File: config.mk
export PLATFORM = sky130hd
export DESIGN_NAME = meta_intf_rr_distributor
export DESIGN_NICKNAME = d
export VERILOG_FILES = /design/src/rtl/meta_intf_rr_distributor.sv
export SDC_FILE = /design/constraint.sdc
export NUM_CORES = 1
export LEC_CHECK = 0
export ABC_CLOCK_PERIOD_IN_PS = 3400
export CORE_UTILIZATION = 35
export CTS_CLUSTER_SIZE = 20
export DETAILED_ROUTE_END_ITERATION = 7
export PLACE_DENSITY = 0.73
export RECOVER_POWER = 50
export SLEW_MARGIN = 20
export SYNTH_ARGS = -nofsm -noshare
export SYNTH_HDL_FRONTEND = slang
export SYNTH_SLANG_ARGS = --single-unit
File: constraint.sdc
create_clock -name clk -period 3.4 [get_ports clk]
set_input_delay 0.51 -clock clk [delete_from_list [all_inputs] [get_ports clk]]
set_output_delay 0.51 -clock clk [all_outputs]
set_load 0.01 [all_outputs]
File: src/rtl/meta_intf_rr_distributor.sv
// Round-robin distributor: one input stream fanned out beat-by-beat to N registered output slots.
// Optional per-output beat counters are built when LIBSTF_DIST_CNT_EN is defined.
module meta_intf_rr_distributor #(
  parameter int  N_INTERFACES = 4,
  parameter type STYPE        = logic [63:0]
) (
  input  logic                    clk,
  input  logic                    rst,
  input  logic                    intf_in_valid,
  output logic                    intf_in_ready,
  input  STYPE                    intf_in_data,
  output logic [N_INTERFACES-1:0] intf_out_valid,
  input  logic [N_INTERFACES-1:0] intf_out_ready,
  output STYPE                    intf_out_data [N_INTERFACES]
`ifdef LIBSTF_DIST_CNT_EN
  ,
  output logic [31:0]             beat_cnt [N_INTERFACES]
`endif
);

  localparam int PW = (N_INTERFACES > 1) ? $clog2(N_INTERFACES) : 1;

  logic [N_INTERFACES-1:0] slot_valid_r;
  STYPE                    slot_data_r [N_INTERFACES];
  logic [PW-1:0]           rr_next_r;
  logic [N_INTERFACES-1:0] accepting_s;
  logic [PW-1:0]           target_s;
  logic [PW-1:0]           rr_after_s;
  logic                    load_s;

  // A slot can take a beat when it is empty or is being drained this cycle.
  always_comb begin
    accepting_s = ~slot_valid_r | intf_out_ready;
  end

  // Scan backwards from rr_next+N-1 so the last hit is the first accepting index from rr_next.
  always_comb begin
    target_s = rr_next_r;
    for (int k = N_INTERFACES - 1; k >= 0; k--) begin
      target_s = accepting_s[(int'(rr_next_r) + k) % N_INTERFACES]
               ? PW'((int'(rr_next_r) + k) % N_INTERFACES) : target_s;
    end
  end

  // Handshake and pointer advance; outputs are forced idle while reset is held.
  always_comb begin
    intf_in_ready  = (|accepting_s) & ~rst;
    load_s         = intf_in_valid & intf_in_ready;
    intf_out_valid = slot_valid_r & {N_INTERFACES{~rst}};
    rr_after_s     = (int'(target_s) == N_INTERFACES - 1) ? PW'(0) : target_s + PW'(1);
    intf_out_data  = slot_data_r;
  end

  // Slot valid bits and the round-robin pointer.
  always_ff @(posedge clk) begin
    if (rst) begin
      slot_valid_r <= '0;
      rr_next_r    <= '0;
    end else begin
      if (load_s) begin
        rr_next_r <= rr_after_s;
      end else begin
        rr_next_r <= rr_next_r;
      end
      for (int i = 0; i < N_INTERFACES; i++) begin
        // A same-cycle load wins over a drain, so the slot never bubbles.
        if (load_s && (target_s == PW'(i))) begin
          slot_valid_r[i] <= 1'b1;
        end else if (intf_out_ready[i]) begin
          slot_valid_r[i] <= 1'b0;
        end else begin
          slot_valid_r[i] <= slot_valid_r[i];
        end
      end
    end
  end

  // Slot payloads: no reset needed, contents are qualified by the valid bits.
  always_ff @(posedge clk) begin
    for (int i = 0; i < N_INTERFACES; i++) begin
      if (load_s && (target_s == PW'(i))) begin
        slot_data_r[i] <= intf_in_data;
      end else begin
        slot_data_r[i] <= slot_data_r[i];
      end
    end
  end

`ifdef LIBSTF_DIST_CNT_EN
  // Per-output accepted-beat counters, wrapping naturally at 2^32.
  always_ff @(posedge clk) begin
    for (int i = 0; i < N_INTERFACES; i++) begin
      if (rst) begin
        beat_cnt[i] <= 32'd0;
      end else if (intf_out_valid[i] && intf_out_ready[i]) begin
        beat_cnt[i] <= beat_cnt[i] + 32'd1;
      end else begin
        beat_cnt[i] <= beat_cnt[i];
      end
    end
  end
`endif

endmodule

=== After elaboration in Yosys (flattened, before gate mapping) ===
Cells that the tools add are included.

* Register bits after elaboration: 262
* Latch bits: 0
* Memory bits (writable): 0
* Memory bits (read-only): 0
* Input port bits: 71
* Output and inout bits: 261
* Word-level logic and storage cells: 67
* Memories kept: 0

* Add/subtract/negate cells: 4
* Multipliers: 0
* Divide/modulo/power cells: 0
* Magnitude comparators: 4
* Eq/ne operators: 4
* Shift operators: 0
* Multiplexer cells: 24
* Bitwise logic cells: 9
* Reductions and logical operators: 13

{| class="wikitable"
|+ Operators by type and width
! kind !! count
|-
| 1-bit two-way mux || 15
|-
| 3-bit by 4-bit < comparator with 1-bit output, second input constant || 3
|-
| 2-bit two-way mux || 5
|-
| 1-bit binary-select mux with 2-bit select || 4
|-
| 2-bit nonzero test || 4
|-
| 2-bit OR reduction || 3
|-
| 2-bit by 1-bit adder with 2-bit output, second input constant || 2
|-
| 2-bit adder, second input constant || 2
|-
| 4-bit AND || 1
|-
| 2-bit by 1-bit equality test with 1-bit output, second input constant || 2
|-
| 2-bit equality test, second input constant || 2
|-
| 1-bit logical AND || 4
|-
| 4-bit inverter || 1
|-
| 4-bit OR || 1
|-
| 4-bit OR reduction || 1
|-
| 1-bit AND, first input constant || 3
|-
| 2-bit by 3-bit < comparator with 1-bit output, second input constant || 1
|-
| 1-bit AND || 2
|-
| 2-bit logical NOT || 1
|-
| 1-bit inverter || 1
|}

=== Depth between registers and ports, before layout ===
* Depth after elaboration: 13
* Depth in mapped cells: 8
* Depth with buffers taken out: 7

=== Worst setup path before layout ===
OpenSTA, ideal clock, no wires.

* Path kind: input to register
* From: in intf_out_ready[2]
* To: reg slot_data_r, in the netlist intf_out_data[128], enable pin
* Setup time: 0.429 ns
* Data arrival time: 2.895 ns
* Data required time: 2.971 ns
* Setup slack: 0.076 ns
* Stages: 5
* Buffers on the path: 0
* Cell sequence: and2b_4 o221ai_1 a21oi_1 ha_1 and2_1

* Longest elaborated chain between the ends: 10
* Elaborated cells between the ends (all ways): 21
* Those cells by class: eq/ne (1); mux (15); bitwise (3); reduce/logical (2)

{| class="wikitable"
|+ RTL lines
! what !! RTL line !! source
|-
| from (decl) || 13 || <nowiki>input logic [N_INTERFACES-1:0] intf_out_ready,</nowiki>
|-
| 4-bit OR (*) || 33 || <nowiki>accepting_s = ~slot_valid_r | intf_out_ready;</nowiki>
|-
| 1-bit binary-select mux with 2-bit select || 40 || <nowiki>target_s = accepting_s[(int'(rr_next_r) + k) % N_INTERFACES]</nowiki>
|-
| 1-bit two-way mux (not written as such) (2 in a row) || 40 ||
|-
| 2-bit two-way mux (4 in a row) || 41 || <nowiki>? PW'((int'(rr_next_r) + k) % N_INTERFACES) : target_s;</nowiki>
|-
| 2-bit by 1-bit equality test with 1-bit output || 81 || <nowiki>if (load_s && (target_s == PW'(i))) begin</nowiki>
|-
| 1-bit logical AND (*) || 81 ||
|-
| to (signal, indexed assignment) || 82 || <nowiki>slot_data_r[i] <= intf_in_data;</nowiki>
|-
| to (signal, indexed assignment) || 84 || <nowiki>slot_data_r[i] <= slot_data_r[i];</nowiki>
|-
| to (decl) || 24 || <nowiki>STYPE slot_data_r [N_INTERFACES];</nowiki>
|}

Mark *: on every way between the ends. The rest lies on a longest branch, timed or not. The select of a mux whose other input is x is not followed.
A chain may end at the register's enable or synchronous reset.

=== Worst setup path after layout ===
* From: in intf_out_ready[0]
* To: reg slot_data_r, in the netlist intf_out_data[137], enable pin

The elaborated chain is that of the path after synthesis.

==> summary.md <==
| Metric | Value |
|---|---|
| Status | `complete, no violations` |
| Post-synth EDFFs | `about 260` |
| Crit path required time | `3.55 ns` |
| Top post-synthesis cells by area | `edfxtp_1, dfxtp_1, ha_1` |
| Max clock buf depth | `3` |
| CTS resizes | `0` |
| Post-route cell area | `0.0128 mm2` |
| Data arrival, critical path | `2.96 ns` |
| Initial Utilization | `35.8%` |
| Post-CTS Setup Repair Bufs | `0` |
| Largest net degree at the start of global routing | `65` |
| Period utilization | `82.9%` |
| Top_reg_cell synth | `edfxtp_1` |
| Worst hold path type | `reg -> reg` |
| RSZ-0062 raised after global routing | `false` |
| Worst-Margin Slew | `between 0.6 and 0.7 ns` |
| Setup TNS Final | `0 ns` |
| Clock skew | `0.0119 ns` |
| Die area | `0.0239 mm2` |
| Via count | `between 4k and 5k` |
| DR DRC count | `0` |
| Yosys top cell area share | `94.2%` |
| Sequential-to-total area share from yosys stat | `95.7%` |
| CP max stage delay | `0.55 ns` |
| Die Height | `155 um` |
| Vias in the first global route | `about 4.6k` |
| First-pass iteration count of the detailed router | `4` |
| Final ANT Viol Nets | `0` |
| Area leader, netlist | `edfxtp_1` |
| Core Footprint | `0.0228 mm2` |
| Commonest non-fill, non-tap cell in the layout | `edfxtp_1` |
| Antenna violations before repair | `1` |
| Worst hold endpoint | `rr_next_r[0]$_SDFFE_PP0P_` |
| Worst R2R End | `intf_out_data[137]$_DFFE_PP_` |
| I/O pin count | `332` |
| Grt total ovfl | `0` |
| Port buffer count | `331` |
| H-tree levels | `1` |
| Post-DP Area | `about 0.012 mm2` |
| Syn Nets | `around 390` |
| CP Class | `in -> reg` |
| Hold Path Depth | `2` |
| Mapped Area | `0.00816 mm2` |
| DP HPWL | `13,000 um` |
| TritonCTS buffer count | `26` |
| Reg2Reg Depth | `6` |
| VDD IR max | `0.000265 V` |
| Synth Register Bits | `262` |
| Async set-or-reset flop fraction in the synthesized netlist | `0%` |
| WL final | `19,600 um` |
| Worst setup EP type | `flip-flop` |
| Starting DRT DRC Count | `231` |
| CTS tree | `yes` |
| Min-delay src | `rr_next_r[0]$_SDFFE_PP0P_` |
| Clk pin slew, worst setup/hold paths | `0.06 ns` |
| Die width | `155 um` |
| P&R area growth vs syn | `56.9%` |
| Row Count | `55` |
| # hold bufs at CTS | `0` |
| Worst Path Max Fanout | `64` |
| Slew Limit Fails | `0` |
| Final min period | `between 2 and 3 ns` |
| Mapped Cells | `a little over 300` |
| Clock sink total | `262` |
| Vias per cell | `~4.4` |
| Final hold violations | `0` |
| Layout Nets | `around 750` |
| Syn. warnings | `0` |
| Syn avg cell area | `26.3 um2` |
| Max transition margin | `53.6%` |
| Most frequent cells in the layout | `edfxtp_1, dlygate4sd3_1, clkdlybuf4s50_1` |
| Max Fclk | `355 MHz` |
| Layout cells sized above 1 | `7.24%` |
| Setup Viol. Count Final | `0` |
| Slowest-stage cell, CP | `nor2b_1` |
| Crit path cell chain | `clkdlybuf4s50_1 -> nor2b_1 -> o221ai_1 -> a21oi_1 -> ha_1 -> and2_4 -> buf_12` |
| R2r setup slk | `0.65 ns` |
| Reg2reg start | `slot_valid_r[0]$_SDFFE_PP0P_` |
| Leakage power | `4.31 nW` |
| First-pass GRT wire length | `28,500 um` |
| Total of max-cap violations | `0` |
| Power Density | `595 mW/mm2` |
| Worst Setup Start Kind | `primary input` |
| Unique cell type count in the Yosys netlist | `29` |
| GRT Resource Usage Total | `approximately 16%` |
| Root buf cell | `clkbuf_16` |
| Routed WL per cell | `around 19 um` |
| Worst-Skew Late Latency | `slightly above 0.5 ns` |
| Gpl congestion | `0.834` |
through the flow:
step / util [%] / total power [mW] / setup slack [ns] / hold slack (ns) / cells
2_1_floorplan: - / 4.26 / 0.0764 / 0.498 / 310
3_3_place_gp: 52.4 / 4.84 / 0.670 / 0.539 / 956
3_5_place_dp: 52.4 / 4.88 / 0.495 / 0.558 / 956
4_1_cts: 56.3 / 7.75 / 0.879 / 0.567 / 1004
5_1_grt: 56.2 / 7.87 / 0.500 / 0.634 / 1005
6_report: 56.2 / 7.62 / 0.583 / 0.590 / 1005
sequential cells by signal, summed over array words and instances (netlist names):
signal         cells
rr_next_r          2
intf_out_data    256
slot_valid_r       4
cells by family (layout without fill, tap and decap cells):
| family | Yosys count | in the layout | synth area share, % |
|---|---|---|---|
| AO/OA/AOI/OAI | 15 | 15 | 1.50 |
| AND/OR/NAND/NOR | 22 | 22 | 1.72 |
| other | 0 | 1 | 0 |
| flip-flops | 262 | 262 | 95.7 |
| adder cells (fa/ha/maj) | 4 | 4 | 0.613 |
| multiplexers | 1 | 1 | 0.123 |
| buffers and inverters | 6 | 387 | 0.368 |
power by group:
group	total [mW]	leakage (nW)	switching, mW	internal, mW
clock network	2.88	0.427	1.12	1.76
registers	3.91	2.37	0.0727	3.83
logic	0.840	1.51	0.445	0.395
how the worst max path moves through the flow:
stage / from / to / slack [ns] / cells after the start
after floorplan: intf_out_ready[2] / intf_out_data[128]$_DFFE_PP_ / 0.08 / 5
after global placement: intf_out_ready[0] / intf_out_data[39]$_DFFE_PP_ / 0.67 / 9
after detailed placement: intf_out_ready[0] / intf_out_data[151]$_DFFE_PP_ / 0.49 / 7
after CTS: rst / intf_in_ready / 0.88 / 3
after global routing: intf_out_ready[0] / intf_out_data[162]$_DFFE_PP_ / 0.50 / 7
final: intf_out_ready[0] / intf_out_data[137]$_DFFE_PP_ / 0.58 / 7
critical path, delay by kind of cell:
kind / cells / cell delay (ns)
compound gates: 2 / 0.66
fa+ha+maj: 1 / 0.26
buf+inv: 2 / 0.68
simple gates: 2 / 0.71
layout make-up:
| cell class | count | area [um2] |
|---|---|---|
| flip-flops and latches | 262 | 7810 |
| multi-input cells | 42 | 319 |
| clock buffers | 32 | 694 |
| inverters | 4 | 15.0 |
| fillers | 1704 | 9970 |
| repair buffers | 335 | 3390 |
| well taps | 313 | 392 |
| clock inverters | 16 | 184 |
| diodes | 1 | 2.50 |
layer usage:
metal,vias up,routed length [um],global-route usage (%),share of wire (%)
met3,31,1330,3.45,6.8
li1,1968,-,-,-
met5,-,0,0,0
met2,231,10400,29.5,53
met1,2221,7500,18.5,38
met4,0,321,4.34,1.6
synthesized netlist by cell type (2+ instances only):
| cell | count |
|---|---|
| edfxtp_1 | 256 |
| dfxtp_1 | 6 |
| nor2_1 | 5 |
| a21oi_1 | 4 |
| ha_1 | 4 |
| inv_1 | 4 |
| nor2b_1 | 4 |
| and2_1 | 3 |
| nand2b_1 | 3 |
| o221ai_1 | 2 |
Power figures use the tool's default switching activity.
